### src/rtl/systolic_bn_seq_if.sv
// Bus bundle between the job/array/BN environment and the systolic BN sequencer.
interface systolic_bn_seq_if #(
  parameter int PE_ROW_NUM = 4,
  parameter int DATA_WIDTH = 16,
  parameter int MB_W       = 2
);
  logic                  job_valid;
  logic                  job_ready;
  logic [DATA_WIDTH-1:0] job_gamma;
  logic [DATA_WIDTH-1:0] job_beta;
  logic                  abort;
  logic                  start;
  logic                  cal_done;
  logic [PE_ROW_NUM-1:0] valid_x_out;
  logic [1:0]            mode_out;
  logic [DATA_WIDTH-1:0] gamma_out;
  logic [DATA_WIDTH-1:0] beta_out;
  logic                  valid_gamma_beta;
  logic                  busy;
  logic [MB_W-1:0]       mb_idx;
  logic                  done;
  logic                  err_timeout;
  logic                  err_skew;

  // Environment side: issues jobs, runs the array and the BN engines.
  modport master (
    output job_valid, job_gamma, job_beta, abort, cal_done, valid_x_out,
    input  job_ready, start, mode_out, gamma_out, beta_out, valid_gamma_beta,
           busy, mb_idx, done, err_timeout, err_skew
  );

  // Sequencer side.
  modport slave (
    input  job_valid, job_gamma, job_beta, abort, cal_done, valid_x_out,
    output job_ready, start, mode_out, gamma_out, beta_out, valid_gamma_beta,
           busy, mb_idx, done, err_timeout, err_skew
  );
endinterface

### src/rtl/systolic_bn_seq.sv
// Job-level sequencer: loads gamma/beta, issues one array start per sample,
// switches the BN engines to normalize after each mini-batch and drains them.
module systolic_bn_seq #(
  parameter int PE_ROW_NUM  = 4,
  parameter int DATA_WIDTH  = 16,
  parameter int MINI_BATCH  = 8,
  parameter int TOTAL_BATCH = 16,
  parameter int TIMEOUT     = 1024
) (
  input logic              clk,
  input logic              rst_n,
  systolic_bn_seq_if.slave bus
);
  localparam int NMB  = TOTAL_BATCH / MINI_BATCH;
  localparam int MB_W = $clog2(NMB + 1);
  localparam int CW   = $clog2(MINI_BATCH + 1);
  localparam int WD_W = $clog2(TIMEOUT);

  localparam logic [CW-1:0]   CNT_LAST = CW'(MINI_BATCH - 1);
  localparam logic [MB_W-1:0] MB_LAST  = MB_W'(NMB - 1);
  localparam logic [WD_W-1:0] WD_LAST  = WD_W'(TIMEOUT - 1);

  typedef enum logic [2:0] {IDLE, LOAD, ISSUE, WAIT_CAL, DRAIN, DONE} state_t;

  state_t                state, state_nxt;
  logic [CW-1:0]         samp_cnt, out_cnt;
  logic [WD_W-1:0]       wdog;
  logic [MB_W-1:0]       mb_idx_q;
  logic [DATA_WIDTH-1:0] gamma_q, beta_q;
  logic                  err_timeout_q, err_skew_q;

  logic all_ones, skew, wd_exp, last_mb, accept;

  // Row agreement: all rows valid is a counted output, a partial set is skew.
  assign all_ones = &bus.valid_x_out;
  assign skew     = (|bus.valid_x_out) & ~all_ones;
  assign wd_exp   = (wdog == WD_LAST);
  assign last_mb  = (mb_idx_q == MB_LAST);
  assign accept   = (state == IDLE) & bus.job_valid & ~bus.abort;

  // State register.
  always_ff @(posedge clk or negedge rst_n) begin
    if (!rst_n) state <= IDLE;
    else        state <= state_nxt;
  end

  // Next-state logic; abort overrides every other transition.
  always_comb begin
    state_nxt = state;
    case (state)
      IDLE:     if (bus.job_valid) state_nxt = LOAD;
      LOAD:     state_nxt = ISSUE;
      ISSUE:    state_nxt = WAIT_CAL;
      WAIT_CAL: begin
        if (bus.cal_done)  state_nxt = (samp_cnt == CNT_LAST) ? DRAIN : ISSUE;
        else if (wd_exp)   state_nxt = IDLE;
      end
      DRAIN: begin
        if (all_ones) begin
          if (out_cnt == CNT_LAST) state_nxt = last_mb ? DONE : ISSUE;
        end else if (wd_exp) begin
          state_nxt = IDLE;
        end
      end
      DONE:     state_nxt = IDLE;
      default:  state_nxt = IDLE;
    endcase
    if (bus.abort) state_nxt = IDLE;
  end

  // Output decode from the current state.
  always_comb begin
    bus.start            = 1'b0;
    bus.valid_gamma_beta = 1'b0;
    bus.done             = 1'b0;
    bus.mode_out         = 2'b00;
    case (state)
      LOAD:     begin bus.valid_gamma_beta = 1'b1; bus.mode_out = 2'b01; end
      ISSUE:    begin bus.start = 1'b1;            bus.mode_out = 2'b01; end
      WAIT_CAL: bus.mode_out = 2'b01;
      DRAIN:    bus.mode_out = 2'b10;
      DONE:     bus.done = 1'b1;
      default:  ;
    endcase
  end

  // Job parameters, counters, watchdog and sticky error flags.
  always_ff @(posedge clk or negedge rst_n) begin
    if (!rst_n) begin
      gamma_q       <= '0;
      beta_q        <= '0;
      samp_cnt      <= '0;
      out_cnt       <= '0;
      mb_idx_q      <= '0;
      wdog          <= '0;
      err_timeout_q <= 1'b0;
      err_skew_q    <= 1'b0;
    end else if (accept) begin
      gamma_q       <= bus.job_gamma;
      beta_q        <= bus.job_beta;
      samp_cnt      <= '0;
      out_cnt       <= '0;
      mb_idx_q      <= '0;
      err_timeout_q <= 1'b0;
      err_skew_q    <= 1'b0;
    end else if (!bus.abort) begin
      case (state)
        ISSUE: wdog <= '0;
        WAIT_CAL: begin
          if (bus.cal_done) begin
            samp_cnt <= samp_cnt + CW'(1);
            wdog     <= '0;
          end else if (wd_exp) begin
            err_timeout_q <= 1'b1;
          end else begin
            wdog <= wdog + WD_W'(1);
          end
        end
        DRAIN: begin
          if (all_ones) begin
            wdog <= '0;
            if (out_cnt == CNT_LAST && !last_mb) begin
              mb_idx_q <= mb_idx_q + MB_W'(1);
              samp_cnt <= '0;
              out_cnt  <= '0;
            end else begin
              out_cnt <= out_cnt + CW'(1);
            end
          end else begin
            if (skew) err_skew_q <= 1'b1;
            if (wd_exp) err_timeout_q <= 1'b1;
            else        wdog <= wdog + WD_W'(1);
          end
        end
        default: ;
      endcase
    end
  end

  assign bus.job_ready   = (state == IDLE);
  assign bus.busy        = (state != IDLE);
  assign bus.gamma_out   = gamma_q;
  assign bus.beta_out    = beta_q;
  assign bus.mb_idx      = mb_idx_q;
  assign bus.err_timeout = err_timeout_q;
  assign bus.err_skew    = err_skew_q;
endmodule

### src/flat_wrapper.sv
// flat-port wrapper written by rule: the top's interface ports become plain ports
module systolic_bn_seq_flat 
#(
  parameter int PE_ROW_NUM  = 4,
  parameter int DATA_WIDTH  = 16,
  parameter int MINI_BATCH  = 8,
  parameter int TOTAL_BATCH = 16,
  parameter int TIMEOUT     = 1024
)
  (clk, rst_n, bus_job_valid, bus_job_gamma, bus_job_beta, bus_abort, bus_cal_done, bus_valid_x_out, bus_job_ready, bus_start, bus_mode_out, bus_gamma_out, bus_beta_out, bus_valid_gamma_beta, bus_busy, bus_mb_idx, bus_done, bus_err_timeout, bus_err_skew);
  systolic_bn_seq_if #(.PE_ROW_NUM(PE_ROW_NUM), .DATA_WIDTH(DATA_WIDTH), .MB_W(2)) bus_i ();
  input logic clk;
  input logic rst_n;
  input wire logic [$bits(bus_i.job_valid)-1:0] bus_job_valid;
  input wire logic [$bits(bus_i.job_gamma)-1:0] bus_job_gamma;
  input wire logic [$bits(bus_i.job_beta)-1:0] bus_job_beta;
  input wire logic [$bits(bus_i.abort)-1:0] bus_abort;
  input wire logic [$bits(bus_i.cal_done)-1:0] bus_cal_done;
  input wire logic [$bits(bus_i.valid_x_out)-1:0] bus_valid_x_out;
  output wire logic [$bits(bus_i.job_ready)-1:0] bus_job_ready;
  output wire logic [$bits(bus_i.start)-1:0] bus_start;
  output wire logic [$bits(bus_i.mode_out)-1:0] bus_mode_out;
  output wire logic [$bits(bus_i.gamma_out)-1:0] bus_gamma_out;
  output wire logic [$bits(bus_i.beta_out)-1:0] bus_beta_out;
  output wire logic [$bits(bus_i.valid_gamma_beta)-1:0] bus_valid_gamma_beta;
  output wire logic [$bits(bus_i.busy)-1:0] bus_busy;
  output wire logic [$bits(bus_i.mb_idx)-1:0] bus_mb_idx;
  output wire logic [$bits(bus_i.done)-1:0] bus_done;
  output wire logic [$bits(bus_i.err_timeout)-1:0] bus_err_timeout;
  output wire logic [$bits(bus_i.err_skew)-1:0] bus_err_skew;
  assign bus_i.job_valid = bus_job_valid;
  assign bus_i.job_gamma = bus_job_gamma;
  assign bus_i.job_beta = bus_job_beta;
  assign bus_i.abort = bus_abort;
  assign bus_i.cal_done = bus_cal_done;
  assign bus_i.valid_x_out = bus_valid_x_out;
  assign bus_job_ready = bus_i.job_ready;
  assign bus_start = bus_i.start;
  assign bus_mode_out = bus_i.mode_out;
  assign bus_gamma_out = bus_i.gamma_out;
  assign bus_beta_out = bus_i.beta_out;
  assign bus_valid_gamma_beta = bus_i.valid_gamma_beta;
  assign bus_busy = bus_i.busy;
  assign bus_mb_idx = bus_i.mb_idx;
  assign bus_done = bus_i.done;
  assign bus_err_timeout = bus_i.err_timeout;
  assign bus_err_skew = bus_i.err_skew;
  systolic_bn_seq #(.PE_ROW_NUM(PE_ROW_NUM), .DATA_WIDTH(DATA_WIDTH), .MINI_BATCH(MINI_BATCH), .TOTAL_BATCH(TOTAL_BATCH), .TIMEOUT(TIMEOUT)) u_core (.clk(clk), .rst_n(rst_n), .bus(bus_i));
endmodule
### config.mk
export PLATFORM = sky130hd
export DESIGN_NAME = systolic_bn_seq_flat
export DESIGN_NICKNAME = d
export VERILOG_FILES = /design/src/rtl/systolic_bn_seq_if.sv /design/src/rtl/systolic_bn_seq.sv /design/src/flat_wrapper.sv
export SDC_FILE = /design/constraint.sdc
export NUM_CORES = 1
export LEC_CHECK = 0
export ABC_AREA = 0
export CORE_MARGIN = 8
export CORE_UTILIZATION = 42
export CTS_CLUSTER_DIAMETER = 30
export CTS_CLUSTER_SIZE = 10
export DETAILED_ROUTE_END_ITERATION = 8
export PLACE_DENSITY = 0.74
export REMOVE_ABC_BUFFERS = 1
export SLEW_MARGIN = 20
export SYNTH_ARGS = -nofsm -noshare
export SYNTH_HDL_FRONTEND = slang
export SYNTH_SLANG_ARGS = --single-unit
### constraint.sdc
create_clock -name clk -period 1.95 [get_ports clk]
set_input_delay 0.39 -clock clk [delete_from_list [all_inputs] [get_ports clk]]
set_output_delay 0.39 -clock clk [all_outputs]
set_load 0.02 [all_outputs]
==> results.json, run 1 <==
{
  "worst_skew_pair.late_latency_ns": 0.33,
  "antenna_left": 0,
  "tns_ns": -0.185,
  "sw_frac_of_total_pct": 31.3,
  "fin_worst_skew_ns": 0.00553,
  "finish.net_count": 409,
  "antenna-diode-count": 0,
  "core.rowCount": 29,
  "die_height_um": 96.3,
  "failed_checks": "negative setup slack",
  "drt_iter0_drc": 110,
  "worstPathRequired_ns": 2.21,
  "cellPowerDensity_mw_per_mm2": 908,
  "layout_worst_path_cycle_share_pct": 105,
  "grt_overflow": 0,
  "synthesis.area_mm2": 0.00271,
  "cts.hold.buffers_added": 0,
  "area_growth_pct": 51.4,
  "tritoncts": "done",
  "global_route.usage.met2_pct": 25.4,
  "nFillCells": 486,
  "numCtsBuffers": 9,
  "drive_gt1_share_pct": 30.2,
  "finalSetupViolCount": 2,
  "synth-seq-cells": 57,
  "cts-root-buf": "clkbuf_8",
  "timing.final.hold_violations": 0,
  "globalRouteMet1Util_pct": 17.9,
  "gp_congestion": 0.822,
  "cp.arrival_ns": 2.31,
  "port_buffers": 83,
  "p_seq_share_pct": 42.0,
  "dominantRegCellSynth": "dfrtp_1",
  "worstSetupEndpointType": "register",
  "yosysWarnings": 0,
  "maxCapViolations": 0,
  "postSynth.asyncResetShare_pct": 100,
  "combinationalPowerShare_pct": 32.9,
  "viasPerCell": 5.20,
  "class_of_the_tightest_hold_or_removal_check": "input pin to async pin",
  "start_util_pct": 43.1,
  "drtPass1Iterations": 4,
  "max-vdd-ir-drop_v": 0.000782,
  "avgSynthCellArea_um2": 11.3,
  "route.final.wire_length_um": 7130,
  "max-slew-margin-rel_pct": 67.0,
  "pwr-share-clk_pct": 25.1,
  "drc": 0,
  "gr-usage-met3_pct": 11.2,
  "clock_tree.htree_level_count": 3,
  "global_route_wire_length_before_repair_um": 11700,
  "layout.core_utilization_pct": 65.3,
  "cell_variety_after_synth": 46,
  "critical_path.startpoint_type": "input pin",
  "grt_use_total_pct": 16.4,
  "layout_common_cells": "72 x clkdlybuf4s50_1, 57 x dfrtp_1, 40 x buf_4",
  "synth-edff-count": 0,
  "ctsLongestPathBuffers": 2,
  "worst-slew-pin-transition_ns": 0.495,
  "most_frequent_standard_cell_in_the_layout_excluding_fill_and_tap_cells": "clkdlybuf4s50_1",
  "routed_wirelength_normalized_by_instance_count_um": 16.0,
  "timing.final.crit_period_ns": 2.05,
  "synth-seq-area-share_pct": 52.7,
  "initial_antenna_violation_count": 0,
  "placeableCoreArea_mm2": 0.00628,
  "worst-setup-path-type": "input pin to register",
  "grt.busiest_layer": "met2",
  "cts.clk_slew.worst_paths_ns": 0.06,
  "rsz0062_at_grt": "true",
  "grt_pass1_vias": 2438,
  "design.portCount": 84,
  "p_int_mw": 2.56,
  "net_switching_power_mw": 1.17,
  "p_leak_nw": 1.81,
  "clkSinkCount": 57,
  "setup_slack_ns": -0.0991,
  "clock.fmax_mhz": 488,
  "timing_max_transition_violations_final": 0,
  "syn-instance-count": 239,
  "run_status": "finished, violations left",
  "detail_placement_hpwl_um": 5380,
  "die_area_mm2": 0.00927,
  "pin_count_of_the_biggest_net_entering_global_routing": 38,
  "chipWidth_um": 96.3,
  "critical_path_fanouts_max": 4,
  "route.vias.total": 2312
}
==> synthesized netlist by cell type, types with 2 or more instances <==
cell	count	area, µm²
a21oi_1	7	35.0
a211o_1	2	17.5
mux2i_1	3	30.0
inv_1	5	18.8
buf_2	2	10.0
nor3_1	5	25.0
and2_1	3	18.8
xor2_1	7	61.3
nor2_1	29	109
mux2_2	33	372
clkbuf_1	7	26.3
xnor2_1	2	17.5
nor3b_1	2	15.0
nand2_1	9	33.8
ha_1	4	50.1
nand3_1	8	40.0
buf_6	2	22.5
and3_1	6	37.5
a211oi_1	2	15.0
nand2b_1	2	12.5
nor4_1	2	12.5
nand4_1	4	25.0
o21ai_0	10	50.1
a221oi_1	2	17.5
or3_1	4	25.0
dfrtp_1	57	1430
==> area by class of cell <==
cell class              count  area, µm²  share of cell area (%)
inverters                   6       22.5                   0.549
clock buffers              12        145                    3.54
repair buffers            125       1150                    28.0
multi-input cells         165       1250                    30.4
flip-flops and latches     57       1430                    34.8
well taps                  77       96.3                    2.35
clock inverters             3       17.5                   0.427
==> layer usage <==
metal  up-vias  share of wire [%]
li1       1099                  -
met1      1105                 40
met2       103                 44
met3         5                 14
met4         0                1.1
met5         -                  0
==> path summary, 6_finish.rpt <==
path | start | endpoint | slack, ns | cells after the start
setup / recovery | bus_valid_x_out[2] | u_core.samp_cnt[3]$_DFFE_PN0P_ | -0.1 | 6
hold / removal | rst_n | u_core.bus.beta_out[1]$_DFFE_PN0N_ | 0.02 | 1
setup reg to reg | u_core.bus.mb_idx[0]$_DFFE_PN0P_ | u_core.samp_cnt[3]$_DFFE_PN0P_ | -0.09 | 5
hold reg to reg | u_core.bus.beta_out[15]$_DFFE_PN0N_ | u_core.bus.beta_out[15]$_DFFE_PN0N_ | 0.50 | 1
max in group asynchronous | rst_n | u_core.bus.beta_out[11]$_DFFE_PN0N_ | 1.26 | 2
min in group clk | u_core.bus.beta_out[15]$_DFFE_PN0N_ | u_core.bus.beta_out[15]$_DFFE_PN0N_ | 0.50 | 1
==> power groups by stage <==
stage,Sequential [mW],Clock [mW],Combinational [mW]
finish,1.56,0.935,1.23
global route,1.60,1.00,1.32
CTS,1.56,0.964,1.23
detailed placement,1.58,0,1.23
global placement,1.56,0,1.21
floorplan,1.78,0,0.355
==> cell families after synthesis <==
logic type	after synthesis	synth area share, %
adder cells (fa/ha/maj)	4	1.85
AO/OA/AOI/OAI	32	8.00
AND/OR/NAND/NOR	84	16.7
XOR/XNOR	9	2.91
flip-flops	57	52.7
buffers and inverters	17	3.00
multiplexers	36	14.8
==> repair_timing <==
item,in CTS,in global routing
endpoints found under the setup margin,10,16
resized for setup,22,13
buffers inserted,0,4
pin swaps,4,3
==> flip-flops by register name, indices dropped and copies added (netlist names) <==
name and count:
u_core.bus.beta_out 16, u_core.bus.gamma_out 16, u_core.wdog 10, u_core.out_cnt 4, u_core.samp_cnt 4, u_core.state 3, u_core.bus.mb_idx 2, u_core.bus.err_skew 1
u_core.bus.err_timeout 1
==> worst max-delay path, cell delays in order <==
cell	delay, ns
clkdlybuf4s50_1	0.49
nand4_2	0.12
o41a_1	0.37
or4_4	0.45
or3_1	0.36
a21oi_1	0.13
==> metrics by stage <==
stage / instance area (µm²) / instances / setup slack (ns) / hold WS (ns) / power [mW]
global placement: 3880 / 426 / -0.478 / 0.376 / 2.77
CTS: 4060 / 441 / -0.0816 / 0.0120 / 3.76
floorplan: 2650 / 228 / -0.217 / 0.0944 / 2.14
detailed placement: 3880 / 426 / -0.511 / 0.375 / 2.80
global route: 4100 / 445 / -0.141 / 0.0400 / 3.92
finish: 4100 / 445 / -0.0991 / 0.0194 / 3.72
(Power assumes the default switching activity.)
==> run 2: changes to the inputs <==
- CTS_BUF_LIST: default -> sky130_fd_sc_hd__clkbuf_16
- SKIP_CTS_REPAIR_TIMING: default -> 1
==> results.json, run 2 (synthesis results as in run 1) <==
{
  "timing_max_transition_violations_final": 0,
  "chipWidth_um": 96.3,
  "reg2reg_slack_ns": -0.12,
  "max-slew-margin-rel_pct": 66.3,
  "worst_skew_pair.late_latency_ns": 0.31,
  "cts.clk_slew.worst_paths_ns": 0.05,
  "fin_worst_skew_ns": 0.00337,
  "viasPerCell": 5.22,
  "dpl-instance-area_mm2": 0.00388,
  "max-vdd-ir-drop_v": 0.000809,
  "gp_congestion": 0.822,
  "layout_common_cells": "71 x clkdlybuf4s50_1, 57 x dfrtp_1, 39 x buf_4",
  "grt_overflow": 0,
  "cp.arrival_ns": 2.31,
  "start_util_pct": 43.1,
  "grt.busiest_layer": "met2",
  "design.portCount": 84,
  "layout.cell_area.non_filler_mm2": 0.00423,
  "grt_use_total_pct": 16.6,
  "setup_slack_ns": -0.121,
  "numCtsBuffers": 9,
  "critical_path_fanouts_max": 4,
  "worstSetupEndpointType": "register",
  "worstPathRequired_ns": 2.19,
  "run_status": "finished, violations left",
  "antenna_left": 0,
  "maxCapViolations": 0,
  "layout_worst_path_cycle_share_pct": 106,
  "worst-r2r-cell-count": 5,
  "finish.net_count": 408,
  "failed_checks": "negative setup slack",
  "port_buffers": 83,
  "global_route.usage.met2_pct": 26.0,
  "most_frequent_standard_cell_in_the_layout_excluding_fill_and_tap_cells": "clkdlybuf4s50_1",
  "layout.core_utilization_pct": 67.4,
  "grt_pass1_vias": 2460,
  "routed_wirelength_normalized_by_instance_count_um": 16.4,
  "detail_placement_hpwl_um": 5380,
  "ctsLongestPathBuffers": 2,
  "clock_tree.htree_level_count": 3,
  "route.vias.total": 2316,
  "timing.final.crit_period_ns": 2.07,
  "initial_antenna_violation_count": 0,
  "class_of_the_tightest_hold_or_removal_check": "input pin to async pin",
  "drc": 0,
  "globalRouteMet1Util_pct": 18.1,
  "worst-setup-path-type": "register to register",
  "critical_path.startpoint_type": "register",
  "worst-slew-pin-transition_ns": 0.505,
  "global_route_wire_length_before_repair_um": 11800,
  "placeableCoreArea_mm2": 0.00628,
  "gr-usage-met3_pct": 10.3,
  "tritoncts": "done",
  "post_layout_nonfiller_instances": 444,
  "die_area_mm2": 0.00927,
  "rsz0062_at_grt": "true",
  "drt_iter0_drc": 92,
  "clock.fmax_mhz": 483,
  "area_growth_pct": 56.2,
  "pin_count_of_the_biggest_net_entering_global_routing": 38,
  "rr_startpoint": "u_core.bus.mb_idx[0]$_DFFE_PN0P_",
  "cellPowerDensity_mw_per_mm2": 972,
  "die_height_um": 96.3,
  "nFillCells": 451,
  "p_leak_nw": 1.97,
  "timing.final.hold_violations": 0,
  "placed_cells": 426,
  "drive_gt1_share_pct": 28.3,
  "route.final.wire_length_um": 7260,
  "core.rowCount": 29,
  "finalSetupViolCount": 2,
  "clkSinkCount": 57,
  "antenna-diode-count": 0,
  "r2r-end": "u_core.samp_cnt[2]$_DFFE_PN0P_",
  "drtPass1Iterations": 4,
  "cts-root-buf": "clkbuf_16"
}
## run 2: critical path: stages, from the launching register on
cell,delay [ns]
dfrtp_1,0.41
ha_4,0.18
o41a_1,0.43
or4_4,0.51
or3_4,0.34
a21oi_2,0.12
## run 2: how the worst max path moves through the flow
stage	startpoint	end	cells after the start
final	u_core.bus.mb_idx[0]$_DFFE_PN0P_	u_core.samp_cnt[2]$_DFFE_PN0P_	5
after floorplan	u_core.state[2]$_DFFE_PN0P_	u_core.bus.beta_out[0]$_DFFE_PN0N_	3
after global routing	u_core.bus.mb_idx[1]$_DFFE_PN0P_	u_core.samp_cnt[2]$_DFFE_PN0P_	6
after CTS	u_core.state[1]$_DFFE_PN0P_	bus_mode_out[1]	3
after detailed placement	bus_valid_x_out[2]	u_core.samp_cnt[3]$_DFFE_PN0P_	6
after global placement	bus_valid_x_out[2]	u_core.samp_cnt[3]$_DFFE_PN0P_	6
## run 2: power breakdown
part | internal [mW] | total (mW) | switching, mW
logic | 0.663 | 1.23 | 0.570
clock network | 0.829 | 1.31 | 0.486
registers | 1.42 | 1.56 | 0.146
total | 2.91 | 4.11 | 1.20
## run 2: layout make-up
class / instances / area (µm²) / share of cell area, %
timing repair buffer: 124 / 1190 / 28.0
sequential: 57 / 1430 / 33.7
multi-input combinational: 165 / 1240 / 29.4
inverter: 6 / 22.5 / 0.533
tap: 77 / 96.3 / 2.28
clock buffer: 9 / 225 / 5.33
clock inverter: 6 / 28.8 / 0.680
## run 2: layer usage
layer  part of all wire [%]  vias up
met1                     40     1125
met4                    1.2        0
li1                       -     1100
met5                      0        -
met3                     13        9
met2                     46       82
## run 2: per-stage QoR
step	TNS, ns	total power [mW]	worst slack, ns	hold WS (ns)
3_3_place_gp	-1.47	2.77	-0.478	0.376
6_report	-0.234	4.11	-0.121	0.0415
4_1_cts	-2.09	4.15	-0.324	0.0361
5_1_grt	-0.399	4.32	-0.172	0.0654
2_1_floorplan	-7.57	2.14	-0.217	0.0944
3_5_place_dp	-1.76	2.80	-0.511	0.375
==> run 3: changes to the inputs <==
- MAX_ROUTING_LAYER: default -> met4
- RECOVER_POWER: default -> 100
- SLEW_MARGIN: 20 -> default
==> results.json, run 3 (synthesis results as in run 1) <==
{
  "worst_case_hold_slack_ns": 0.253,
  "critPathBufInv": 0,
  "cellPowerDensity_mw_per_mm2": 970,
  "clkSinkCount": 57,
  "layout_worst_path_cycle_share_pct": 106,
  "worstSetupEndpointType": "register",
  "grt_pass1_vias": 2472,
  "route.final.wire_length_um": 7270,
  "critical_path_fanouts_max": 4,
  "area_growth_pct": 53.1,
  "drive_gt1_share_pct": 26.7,
  "tns_ns": -1.18,
  "initial_antenna_violation_count": 0,
  "tritoncts": "done",
  "max_stage_delay_ns": 0.51,
  "class_of_the_tightest_hold_or_removal_check": "input pin to async pin",
  "multi_input_comb_area_mm2": 0.00124,
  "global_route_wire_length_before_repair_um": 11800,
  "drc": 0,
  "ctsLongestPathBuffers": 2,
  "timing_max_transition_violations_final": 0,
  "detail_placement_hpwl_um": 5380,
  "rsz0062_at_grt": "true",
  "antenna_left": 0,
  "critical_path_cell_by_cell": "ha_4 -> o41a_1 -> or4_4 -> or3_4 -> a21oi_2",
  "antenna-diode-count": 0,
  "cts.clk_slew.worst_paths_ns": 0.05,
  "routed_wirelength_normalized_by_instance_count_um": 16.4,
  "most_frequent_standard_cell_in_the_layout_excluding_fill_and_tap_cells": "dfrtp_1",
  "failed_checks": "negative setup slack",
  "die_area_mm2": 0.00927,
  "clock.fmax_mhz": 485,
  "worstPathRequired_ns": 2.19,
  "drtPass1Iterations": 4,
  "worst-slew-pin-transition_ns": 1.08,
  "nFillCells": 470,
  "placeableCoreArea_mm2": 0.00628,
  "numCtsBuffers": 9,
  "max-vdd-ir-drop_v": 0.000800,
  "chipWidth_um": 96.3,
  "cts-root-buf": "clkbuf_16",
  "core.rowCount": 29,
  "maxCapViolations": 0,
  "timing.final.hold_violations": 0,
  "timing.final.crit_period_ns": 2.06,
  "worst-setup-path-type": "register to register",
  "gp_congestion": 0.835,
  "layout_common_cells": "57 x dfrtp_1, 37 x clkdlybuf4s50_1, 34 x dlygate4sd3_1",
  "grt_overflow": 0,
  "design.portCount": 84,
  "die_height_um": 96.3,
  "layout.core_utilization_pct": 66.0,
  "start_util_pct": 43.1,
  "p_leak_nw": 1.90,
  "route.vias.total": 2331,
  "layout.area.seq_mm2": 0.00143,
  "finalSetupViolCount": 32,
  "slowest_stage": "or4_4",
  "port_buffers": 83,
  "run_status": "finished, violations left",
  "worst_skew_pair.late_latency_ns": 0.32,
  "max-slew-margin-rel_pct": 28.0,
  "finish.net_count": 408,
  "cp.arrival_ns": 2.30,
  "path_delay_family": "simple AND/OR/NAND/NOR gates",
  "drt_iter0_drc": 91,
  "fin_worst_skew_ns": 0.00472,
  "setup_slack_ns": -0.111,
  "pin_count_of_the_biggest_net_entering_global_routing": 38,
  "grt_use_total_pct": 17.1,
  "viasPerCell": 5.25,
  "clock_tree.htree_level_count": 3,
  "critical_path.startpoint_type": "register"
}
-- run 3: cell types whose count changed in the layout (fill, tap and decap cells not counted), sizes merged --
cell | previous run | this run
dlymetal6s2s | 11 | 8
buf | 42 | 30
dlygate4sd3 | 0 | 34
clkdlybuf4s50 | 71 | 37
clkbuf | 9 | 24
-- run 3: final timing paths --
check	cells after the start	slack, ns	endpoint	startpoint
max reg2reg	5	-0.11	u_core.samp_cnt[2]$_DFFE_PN0P_	u_core.bus.mb_idx[0]$_DFFE_PN0P_
min	1	0.25	u_core.bus.beta_out[1]$_DFFE_PN0N_	rst_n
min in group clk	1	0.50	u_core.bus.beta_out[15]$_DFFE_PN0N_	u_core.bus.beta_out[15]$_DFFE_PN0N_
max in group asynchronous	2	0.38	u_core.bus.err_skew$_DFFE_PN0P_	rst_n
min reg2reg	1	0.50	u_core.bus.beta_out[15]$_DFFE_PN0N_	u_core.bus.beta_out[15]$_DFFE_PN0N_
max	5	-0.11	u_core.samp_cnt[2]$_DFFE_PN0P_	u_core.bus.mb_idx[0]$_DFFE_PN0P_
-- run 3: routing by layer --
layer  up-vias  part of all wire [%]  wire, µm  track usage [%]
met1      1130                    44      3190             19.9
li1       1105                     -         -                -
met3         9                   9.3       673             7.57
met5         -                     0         0                -
met4         0                   1.1        82             5.30
met2        87                    46      3320             26.0
-- run 3: final cells by class --
type                       count  share of cell area [%]
clock buffer                   9                    5.43
clock inverter                 6                   0.694
inverter                       6                   0.543
multi-input combinational    165                    29.9
sequential                    57                    34.4
tap                           77                    2.32
timing repair buffer         124                    26.7
-- run 3: through the flow --
| step | cell area (µm²) | power (mW) | worst slack (ns) | instances |
|---|---|---|---|---|
| after detailed placement | 3880 | 2.80 | -0.511 | 426 |
| after floorplan | 2650 | 2.14 | -0.217 | 228 |
| final | 4150 | 4.02 | -0.111 | 444 |
| after global routing | 4150 | 4.22 | -0.172 | 444 |
| after CTS | 4140 | 4.15 | -0.324 | 441 |
| after global placement | 3880 | 2.77 | -0.478 | 426 |
-- run 3: report_power, final --
group	total, mW	internal [mW]	switching (mW)
logic	1.15	0.582	0.566
registers	1.56	1.42	0.138
clock network	1.32	0.829	0.489
total	4.02	2.83	1.19
